## src/rtl/cpu_pkg.sv

```systemverilog
// Shared definitions for the cpu_core_p multi-cycle core:
// opcodes, FSM state encoding and instruction field positions.
package cpu_pkg;

    localparam logic [3:0] OP_NOP = 4'h0;
    localparam logic [3:0] OP_ADD = 4'h1;
    localparam logic [3:0] OP_SUB = 4'h2;
    localparam logic [3:0] OP_AND = 4'h3;
    localparam logic [3:0] OP_OR  = 4'h4;
    localparam logic [3:0] OP_XOR = 4'h5;
    localparam logic [3:0] OP_SHL = 4'h6;
    localparam logic [3:0] OP_MVI = 4'h7;
    localparam logic [3:0] OP_LD  = 4'h8;
    localparam logic [3:0] OP_ST  = 4'h9;
    localparam logic [3:0] OP_JMP = 4'hA;
    localparam logic [3:0] OP_JZ  = 4'hB;
    localparam logic [3:0] OP_OUT = 4'hC;
    localparam logic [3:0] OP_ILD = 4'hD;
    localparam logic [3:0] OP_ILE = 4'hE;
    localparam logic [3:0] OP_HLT = 4'hF;

    localparam int OP_MSB  = 15;
    localparam int OP_LSB  = 12;
    localparam int RD_MSB  = 11;
    localparam int RD_LSB  = 10;
    localparam int RS_MSB  = 9;
    localparam int RS_LSB  = 8;
    localparam int IMM_MSB = 7;
    localparam int IMM_LSB = 0;

    localparam logic [2:0] ST_IDLE  = 3'd0;
    localparam logic [2:0] ST_FETCH = 3'd1;
    localparam logic [2:0] ST_EXEC  = 3'd2;
    localparam logic [2:0] ST_MEM   = 3'd3;
    localparam logic [2:0] ST_HALT  = 3'd4;

    typedef enum logic [2:0] {
        IDLE  = ST_IDLE,
        FETCH = ST_FETCH,
        EXEC  = ST_EXEC,
        MEM   = ST_MEM,
        HALT  = ST_HALT
    } state_t;

endpackage

```

## src/rtl/cpu_alu.sv

```systemverilog
// Combinational ALU: op selects ADD/SUB/AND/OR/XOR/SHL, every other
// opcode passes b through (used by MVI and LD). Ports: op, a, b -> result, zero.
module cpu_alu
    import cpu_pkg::*;
#(
    parameter int DATA_W = 16
) (
    input  logic [3:0]        op,
    input  logic [DATA_W-1:0] a,
    input  logic [DATA_W-1:0] b,
    output logic [DATA_W-1:0] result,
    output logic              zero
);

    always_comb begin
        result = b;
        case (op)
            OP_ADD:  result = a + b;
            OP_SUB:  result = a - b;
            OP_AND:  result = a & b;
            OP_OR:   result = a | b;
            OP_XOR:  result = a ^ b;
            OP_SHL:  result = a << 1;
            default: result = b;
        endcase
    end

    assign zero = (result == '0);

endmodule

```

## src/rtl/cpu_core_p.sv

```systemverilog
// Multi-cycle CPU core with one shared req/ack memory port, 4 registers,
// zero flag, LED register and halt. Ports: clk, rst (sync, low), run,
// mem_req/we/addr/wdata/rdata/ack, pc_out, led, halted, illegal.
module cpu_core_p
    import cpu_pkg::*;
#(
    parameter int DATA_W = 16,
    parameter int ADDR_W = 8,
    parameter int LED_W  = 8,
    parameter int RST_PC = 0
) (
    input  logic              clk,
    input  logic              rst,
    input  logic              run,
    output logic              mem_req,
    output logic              mem_we,
    output logic [ADDR_W-1:0] mem_addr,
    output logic [DATA_W-1:0] mem_wdata,
    input  logic [DATA_W-1:0] mem_rdata,
    input  logic              mem_ack,
    output logic [ADDR_W-1:0] pc_out,
    output logic [LED_W-1:0]  led,
    output logic              halted,
    output logic              illegal
);

    // Instructions are always 16 bits; narrow data words are zero-extended.
    localparam int IW = (DATA_W > 16) ? DATA_W : 16;

    state_t            state;
    logic [15:0]       ir;
    logic [DATA_W-1:0] regs [4];
    logic              z;
    logic [ADDR_W-1:0] pc;

    logic [IW-1:0]     rdata_ext;
    logic [15:0]       instr;
    logic [3:0]        op;
    logic [1:0]        rd;
    logic [1:0]        rs;
    logic [7:0]        imm;
    logic [ADDR_W-1:0] imm_addr;
    logic [DATA_W-1:0] alu_b;
    logic [DATA_W-1:0] alu_y;
    logic              alu_z;

    assign rdata_ext = IW'(mem_rdata);
    assign instr     = rdata_ext[15:0];

    assign op       = ir[OP_MSB:OP_LSB];
    assign rd       = ir[RD_MSB:RD_LSB];
    assign rs       = ir[RS_MSB:RS_LSB];
    assign imm      = ir[IMM_MSB:IMM_LSB];
    assign imm_addr = imm[ADDR_W-1:0];

    // In MEM the only ALU user is LD, which passes read data through.
    assign alu_b = (state == MEM)    ? mem_rdata :
                   (op == OP_MVI)    ? DATA_W'(imm) :
                                       regs[rs];

    cpu_alu #(
        .DATA_W (DATA_W)
    ) u_alu (
        .op     (op),
        .a      (regs[rd]),
        .b      (alu_b),
        .result (alu_y),
        .zero   (alu_z)
    );

    assign pc_out  = pc;
    assign halted  = (state == HALT);
    assign illegal = (state == EXEC) && (op == OP_ILD || op == OP_ILE);

    always_ff @(posedge clk) begin
        if (!rst) begin
            state     <= IDLE;
            ir        <= '0;
            z         <= 1'b0;
            pc        <= ADDR_W'(RST_PC);
            led       <= '0;
            mem_req   <= 1'b0;
            mem_we    <= 1'b0;
            mem_addr  <= '0;
            mem_wdata <= '0;
            for (int i = 0; i < 4; i++) regs[i] <= '0;
        end else begin
            unique case (state)
                IDLE: begin
                    if (run) state <= FETCH;
                end
                FETCH: begin
                    // First cycle launches the request, then wait for ack.
                    if (!mem_req) begin
                        mem_req  <= 1'b1;
                        mem_we   <= 1'b0;
                        mem_addr <= pc;
                    end else if (mem_ack) begin
                        mem_req <= 1'b0;
                        ir      <= instr;
                        pc      <= pc + 1'b1;
                        state   <= EXEC;
                    end
                end
                EXEC: begin
                    case (op)
                        OP_ADD, OP_SUB, OP_AND, OP_OR,
                        OP_XOR, OP_SHL, OP_MVI: begin
                            regs[rd] <= alu_y;
                            z        <= alu_z;
                        end
                        OP_JMP: pc <= imm_addr;
                        OP_JZ:  if (z) pc <= imm_addr;
                        OP_OUT: led <= regs[rd][LED_W-1:0];
                        default: ;
                    endcase
                    if (op == OP_LD || op == OP_ST) state <= MEM;
                    else if (op == OP_HLT)           state <= HALT;
                    else                             state <= run ? FETCH : IDLE;
                end
                MEM: begin
                    if (!mem_req) begin
                        mem_req   <= 1'b1;
                        mem_we    <= (op == OP_ST);
                        mem_addr  <= imm_addr;
                        mem_wdata <= regs[rd];
                    end else if (mem_ack) begin
                        mem_req <= 1'b0;
                        mem_we  <= 1'b0;
                        if (op == OP_LD) begin
                            regs[rd] <= alu_y;
                            z        <= alu_z;
                        end
                        state <= run ? FETCH : IDLE;
                    end
                end
                HALT: ;
                default: state <= IDLE;
            endcase
        end
    end

endmodule
```

## config.mk

```make
export PLATFORM = sky130hd
export DESIGN_NAME = cpu_core_p
export DESIGN_NICKNAME = d
export VERILOG_FILES = /design/src/rtl/cpu_pkg.sv /design/src/rtl/cpu_alu.sv /design/src/rtl/cpu_core_p.sv
export SDC_FILE = /design/constraint.sdc
export NUM_CORES = 1
export LEC_CHECK = 0
export ABC_AREA = 1
export BUFFER_PORTS_ARGS = -buffer_cell sky130_fd_sc_hd__clkbuf_2
export CORE_ASPECT_RATIO = 1.4
export CORE_MARGIN = 2
export CORE_UTILIZATION = 25
export CTS_BUF_LIST = sky130_fd_sc_hd__clkbuf_16
export DETAILED_ROUTE_END_ITERATION = 8
export PLACE_DENSITY = 0.51
export SYNTH_ARGS = -nofsm -noshare
export SYNTH_HDL_FRONTEND = slang
export SYNTH_HIERARCHICAL = 1
export SYNTH_SLANG_ARGS = --single-unit
```

## constraint.sdc

```tcl
create_clock -name clk -period 7.6 [get_ports clk]
set_input_delay 0.38 -clock clk [delete_from_list [all_inputs] [get_ports clk]]
set_output_delay 0.38 -clock clk [all_outputs]
set_load 0.02 [all_outputs]
```

* Word-level counts from Yosys, hierarchy flattened *
Memory sizes are Yosys's and may differ from the RTL's. A register that Yosys moved wholly into a read port is not among the register bits.
Cells that the tools add are included.
W data, S select, Z words.

storage, ports and cells
  output and inout bits = 44
  bits of input ports = 20
  bits in writable memories = 64
  memories kept = 1
  register bits after elaboration = 62

memory list
  name  words  width  rd ports  clocked after Yosys merged registers in  write ports  RTL line          text
  regs  4      16     2         2                                        4            cpu_core_p.sv:32  logic [DATA_W-1:0] regs [4];

operators by class
  mux-type cells = 50
  add/subtract/negate cells = 3
  bitwise gates (word level) = 6
  reduce and logical (&&, ||, !) cells = 19
  equal/unequal tests = 31

operators with widths
  operator               count
  $pmux W16 S6           1
  $mux W16               4
  $pmux W8 S2            3
  $mux W8                5
  $eq A4 B4 Y1 const B   8
  $mux W1                22
  $mux W3                7
  $add A16 B16 Y16       1
  $and A16 B16 Y16       1
  $eq A4 B3 Y1 const B   4
  $logic_not A16 Y1      1
  $or A16 B16 Y16        1
  $reduce_or A16 Y1      1
  $sub A16 B16 Y16       1
  $xor A16 B16 Y16       1
  $pmux W3 S5            1
  $ne A2 B2 Y1 const B   7
  $mux W2                5
  $reduce_and A5 Y1      2
  $reduce_and A3 Y1      3
  $add A8 B1 Y8 const B  1
  $eq A4 B2 Y1 const B   2
  $reduce_or A7 Y1       1
  $eq A3 B2 Y1 const B   2
  16 further kinds       24

* Longest topological paths before layout *
  depth in word-level cells = 10
  mapped depth = 34
  gate-level depth less buffers = 33

* Hierarchy *
The synthesis kept the hierarchy.

by module, submodules not included
  module      area an instance (um^2)  sequential area each (um^2)  cells an instance  instances
  cpu_core_p  6301.0                   3243.1                       790                1
  cpu_alu     2632.5                   0.0                          497                1

* Worst setup path after synthesis *
OpenSTA, ideal clock, no wires.

  path type = reg2reg
  start = register ir[13]
  end = register z
  path buffers = 1
  period minus slack after synthesis = 3787 ps
  slack = 3813 ps
  cell stages (with the launch flop) = 29
  required time = 7530 ps
  arrival = 3717 ps
  library setup time = 70 ps
  path through = dfxtp_1 nand2_1 inv_1 nand3_1 clkbuf_1 a21oi_1 nor2_1 inv_1 ha_1 inv_1 nor2_1 nand3_1 nor3_1 nand3_1 o41ai_1 xor2_1 ha_1 a21oi_1 o21a_1 nand2_1 a21oi_1 nand2_1 nand3_1 nand3_1 nor2_1 nand2_1 nor2_1 nand2_1 a21oi_1

between the ends
  word-level cells in the longest chain between the ends = 10

ends and longest elaborated chain
  what                                                  RTL line                      text
  from (decl)                                           cpu_core_p.sv:31              logic [15:0] ir;
  from (signal assigned)                                cpu_core_p.sv:100             ir <= instr;
  $eq A4 B3 Y1 *                                        cpu_core_p.sv:58              (op == OP_MVI) ? DATA_W'(imm) :
  $mux W16 *                                            cpu_core_p.sv:58
  $mux W16 *                                            cpu_core_p.sv:57              assign alu_b = (state == MEM) ? mem_rdata :
  net alu_b[0]                                          cpu_core_p.sv:43              logic [DATA_W-1:0] alu_b;
  $sub A16 B16 Y16 or $add A16 B16 Y16 (tied branches)  cpu_alu.sv:19, cpu_alu.sv:18
  $pmux W16 S6 *                                        cpu_alu.sv:17                 case (op)
  net alu_y[15]                                         cpu_core_p.sv:44              logic [DATA_W-1:0] alu_y;
  $logic_not A16 Y1 *                                   cpu_alu.sv:28                 assign zero = (result == '0);
  net alu_z                                             cpu_core_p.sv:45              logic alu_z;
  $mux W1                                               cpu_core_p.sv:130             if (op == OP_LD) begin
  $mux W1                                               cpu_core_p.sv:127             end else if (mem_ack) begin
  $mux W1                                               cpu_core_p.sv:122             if (!mem_req) begin
  $pmux W1 S2 *                                         cpu_core_p.sv:88              unique case (state)
  to (signal assigned)                                  cpu_core_p.sv:110             z <= alu_z;
  to (signal assigned)                                  cpu_core_p.sv:132             z <= alu_z;
  to (decl)                                             cpu_core_p.sv:33              logic z;

Mark *: on every way through the listed nets, which the timed path passes. The rest lies on a longest branch. The select of a mux whose other input is x is not followed.
A chain may end at the register's enable or synchronous reset.

* Final worst setup path *
  start = register ir[15]
  end = register z

between the ends
  word-level cells in the longest chain between the ends = 10

ends and longest elaborated chain
  what                                      RTL line           text
  $eq A4 B3 Y1 *                            cpu_core_p.sv:58
  $mux W16 *                                cpu_core_p.sv:58
  $mux W16 *                                cpu_core_p.sv:57
  net alu_b[10]                             cpu_core_p.sv:43
  $sub A16 B16 Y16 (tied with other cells)  cpu_alu.sv:19      OP_SUB: result = a - b;
  $pmux W16 S6 *                            cpu_alu.sv:17
  $logic_not A16 Y1 *                       cpu_alu.sv:28
  net alu_z                                 cpu_core_p.sv:45
  $mux W1                                   cpu_core_p.sv:130
  $mux W1                                   cpu_core_p.sv:127
  $mux W1                                   cpu_core_p.sv:122
  $pmux W1 S2 *                             cpu_core_p.sv:88

Marks and branches as above.

==> flow_summary.rst <==
.. list-table::
   :header-rows: 1

   * - Metric
     - Value
   * - Number of enable-type register cells in the synthesized netlist
     - 64
   * - Max-Slew Margin vs Limit
     - 36.6%
   * - Finished Core Util
     - 29.2%
   * - Area growth syn-to-layout
     - 14.8%
   * - Launch point of the critical path
     - ir[15]$_SDFFE_PN0P_
   * - Post-synthesis cell count
     - 1287
   * - Clock tree from TritonCTS
     - done
   * - Layout fillers
     - 3861
   * - Top-count cell post-synth
     - sky130_fd_sc_hd__nand2_1
   * - Setup violation total in the final timing report
     - 0
   * - Final non-filler cell area
     - 0.0103 mm2
   * - Per-cell via count in the routed design
     - 4.74
   * - Top cells by count, synth
     - sky130_fd_sc_hd__nand2_1, sky130_fd_sc_hd__nor2_1, sky130_fd_sc_hd__inv_1, sky130_fd_sc_hd__o21ai_0, sky130_fd_sc_hd__a21oi_1
   * - Antenna violations before repair
     - 0
   * - Number of hold buffers added after CTS
     - 0
   * - Worst Hold Margin
     - 0.267 ns
   * - Leakage power total
     - 4.73 nW
   * - Setup slack of the worst register-to-register path
     - 2.57 ns
   * - Insertion delay to the later sink of the worst-skew pair
     - 0.42 ns
   * - Setup TNS
     - 0 ns
   * - Final weighted congestion in routability-driven placement
     - 0.868
   * - Unique masters post-synth
     - 40
   * - Number of global-route vias before repair
     - 8198
   * - Setup WS pre-CTS
     - 2.62 ns
   * - Input/output buffers
     - 63
   * - Antenna fix cells
     - 0
   * - Final Hold Fails
     - 0
   * - Stage delay of the slowest cell on the critical path
     - 0.84 ns
   * - Layout cells sized above 1
     - 10.9%
   * - Post-synthesis instance area
     - 0.00893 mm2
   * - Die area
     - 0.0373 mm2
   * - Sink Count
     - 130
   * - Net total in the final layout
     - 1401
   * - Required time reported for the critical path endpoint
     - 7.94 ns
   * - CTS H-tree lvls
     - 4
   * - Total length of routed met2 wires
     - 15.7 mm
   * - Avg WL per Cell
     - 17.0 um
   * - Worst vdd rail ir drop
     - 0.165 mV
   * - Drt first pass iters
     - 5
   * - Result of the run
     - finished clean
   * - PnR worst setup slack
     - 2.57 ns
   * - Maximum number of pins on one net before global-route repair
     - 61
   * - Share of synthesized registers carrying an async set or reset
     - 0%
   * - Critical path startpoint category
     - flip-flop
   * - Final slew viol count
     - 0
   * - Via count
     - 8532
   * - Overall routed net length
     - 30.5 mm
   * - Uppermost signal routing layer after detailed routing
     - met4
   * - Largest clock skew in the final design
     - 0.0101 ns
   * - Power per Cell Area
     - 274 mW/mm2
   * - CP Capture Point
     - z$_SDFFE_PN0P_
   * - Cell with the most instances on the worst path
     - sky130_fd_sc_hd__nand2_1
   * - Largest fanout on the critical path
     - 17
   * - Primary FF master, synth
     - sky130_fd_sc_hd__dfxtp_1
   * - Cell Chain, Critical Path
     - inv_1 > nand3_1 > nand2_1 > o31ai_1 > inv_1 > nand2_1 > o21ai_0 > xor2_1 > ha_1 > nand2_1 > nor2_1 > and2_1 > nand2_1 > nand2_1 > nand2_1 > nand3_1 > nand2_1 > nand2_1 > nand2_1 > nor2_1 > nand2_1 > nor2_1 > nand2_1 > a21oi_1
   * - First-pass GRT wire length
     - 46.6 mm
   * - Remaining routing DRC violations
     - 0
   * - I/O pin cnt
     - 64
   * - Hold/Removal Path Class
     - primary input to flip-flop
   * - Endpoint of the worst register-to-register path
     - z$_SDFFE_PN0P_
   * - Post-detailed-route count of antenna-violating nets
     - 0
   * - Fin crit period
     - 5.03 ns
   * - Crit end category
     - flip-flop
   * - Width of the chip
     - 164 um
   * - Maximum capacitance violations
     - 0
   * - Biggest area contributors in the synthesized netlist
     - sky130_fd_sc_hd__edfxtp_1, sky130_fd_sc_hd__dfxtp_1, sky130_fd_sc_hd__nand2_1
   * - Endpoint arrival time on the critical path
     - 5.37 ns
   * - GRT Util Overall
     - 16.5%
   * - Post-placement cell area
     - 0.00965 mm2
   * - Number of flip-flops and latches in the synthesized netlist
     - 130
   * - Amount of wire on met3 after detailed routing
     - 1.23 mm
   * - Metal1 wirelength
     - 12.2 mm
   * - Overflow left after global routing
     - 0
   * - Startpoint of the lowest-slack register-to-register path
     - ir[15]$_SDFFE_PN0P_
   * - Crit share post-route
     - 66.1%
   * - Count of warnings emitted by yosys
     - 6
   * - Starting DRT DRC Count
     - 550
   * - Type of the worst setup path
     - flip-flop to flip-flop
   * - Transition time at the pin with the least slew margin
     - 0.940 ns
   * - Unrepaired setup endpoints after global routing
     - no
   * - Clock-pin slew on the worst setup and hold paths
     - 0.06 ns
   * - Die boundary height
     - 228 um
   * - Library cell occupying the most area in the post-synthesis netlist
     - sky130_fd_sc_hd__edfxtp_1
   * - Post-CTS Resized
     - 0
   * - Synthesized netlist net count
     - 1357
   * - Average size of a mapped cell
     - 6.94 um2
   * - Fraction of the yosys area taken by sequential cells
     - 36.3%
   * - Max Clk Rate
     - 0.199 GHz
   * - Post-detail-place hpwl
     - 22.4 mm
   * - Clock tree root buffer cell
     - sky130_fd_sc_hd__clkbuf_16
   * - Slowest cell on crit path
     - sky130_fd_sc_hd__o31ai_1
   * - Buffer depth of the longest clock path
     - 2
   * - Initial Utilization
     - 25.5%
   * - Area of the core
     - 0.0351 mm2
   * - Number of buffers added by the clock tree synthesis step
     - 17
   * - Share of Yosys cell area claimed by the top area cell type
     - 21.5%
   * - Number of buffers inserted by post-CTS setup repair
     - 0
   * - Row count
     - 81
   * - Cell count of the worst reg-to-reg path
     - 24
-- layout make-up --
| type | instances | area (um2) | share of cell area [%] |
|---|---|---|---|
| inverter | 176 | 663 | 6.47 |
| multi-input combinational | 932 | 4770 | 46.6 |
| sequential | 130 | 3240 | 31.6 |
| clock inverter | 13 | 130 | 1.27 |
| clock buffer | 19 | 475 | 4.64 |
| timing repair buffer | 74 | 398 | 3.88 |
| tap | 456 | 571 | 5.56 |
-- flip-flops by register name, summed over array words and instances (netlist names), named ones only --
name	count
regs	64
ir	16
mem_wdata	16
led	8
mem_addr	8
pc_out	8
state	3
mem_req	1
mem_we	1
z	1
-- where the power goes --
group | internal, W | total [W] | switching [W]
logic | 0.000335 | 0.00114 | 0.000804
registers | 0.000791 | 0.000834 | 0.0000428
clock network | 0.000520 | 0.000838 | 0.000318
-- routing by layer --
metal	vias up	GRT usage [%]
li1	4278	-
met1	3971	18.2
met2	230	30.7
met3	53	2.16
met4	0	8.04
met5	-	0
-- logic make-up (layout without fill, tap and decap cells) --
kind of cell,after synthesis,count (layout),share of synthesized area (%)
AND/OR/NAND/NOR,615,615,29.4
AO/OA/AOI/OAI,252,252,15.5
buffers and inverters,225,282,10.3
flip-flops,130,130,36.3
adder cells (fa/ha/maj),50,50,7.09
XOR/XNOR,15,15,1.47
-- worst max-delay path, delay by kind of cell (launching register included) --
family          cells  cell delay, ns
flops               1            0.52
fa+ha+maj           1            0.35
simple gates       17            2.40
compound gates      3            1.07
xor+xnor            1            0.18
buf+inv             2            0.40
-- how the worst min path moves through the flow --
stage | endpoint | slack [ns] | cells after the start | from
6_report | ir[2]$_SDFFE_PN0P_ | 0.27 | 3 | mem_rdata[2]
5_1_grt | ir[7]$_SDFFE_PN0P_ | 0.28 | 3 | mem_rdata[7]
4_1_cts | ir[2]$_SDFFE_PN0P_ | 0.26 | 3 | mem_rdata[2]
3_5_place_dp | mem_we$_SDFFE_PN0P_ | 0.47 | 2 | mem_we$_SDFFE_PN0P_
3_3_place_gp | mem_we$_SDFFE_PN0P_ | 0.46 | 2 | mem_we$_SDFFE_PN0P_
2_1_floorplan | ir[0]$_SDFFE_PN0P_ | 0.45 | 2 | ir[0]$_SDFFE_PN0P_
-- per-stage QoR --
| step | cells | total power [W] |
|---|---|---|
| floorplan | 1287 | 0.00164 |
| global placement | 1768 | 0.00199 |
| detailed placement | 1768 | 0.00199 |
| CTS | 1800 | 0.00283 |
| global route | 1800 | 0.00300 |
| finish | 1800 | 0.00281 |
-- placed cells by master (no fill, tap or decap), types with 11 or more instances in the layout --
cell type / count
sky130_fd_sc_hd__a21oi_1: 78
sky130_fd_sc_hd__buf_4: 11
sky130_fd_sc_hd__clkbuf_16: 19
sky130_fd_sc_hd__clkbuf_2: 63
sky130_fd_sc_hd__dfxtp_1: 66
sky130_fd_sc_hd__edfxtp_1: 64
sky130_fd_sc_hd__ha_1: 49
sky130_fd_sc_hd__inv_1: 169
sky130_fd_sc_hd__nand2_1: 298
sky130_fd_sc_hd__nand3_1: 76
sky130_fd_sc_hd__nor2_1: 187
sky130_fd_sc_hd__nor2_2: 15
sky130_fd_sc_hd__o211ai_1: 18
sky130_fd_sc_hd__o21ai_0: 122
sky130_fd_sc_hd__xor2_1: 15
No activity file was read; power rests on OpenSTA's default activity.
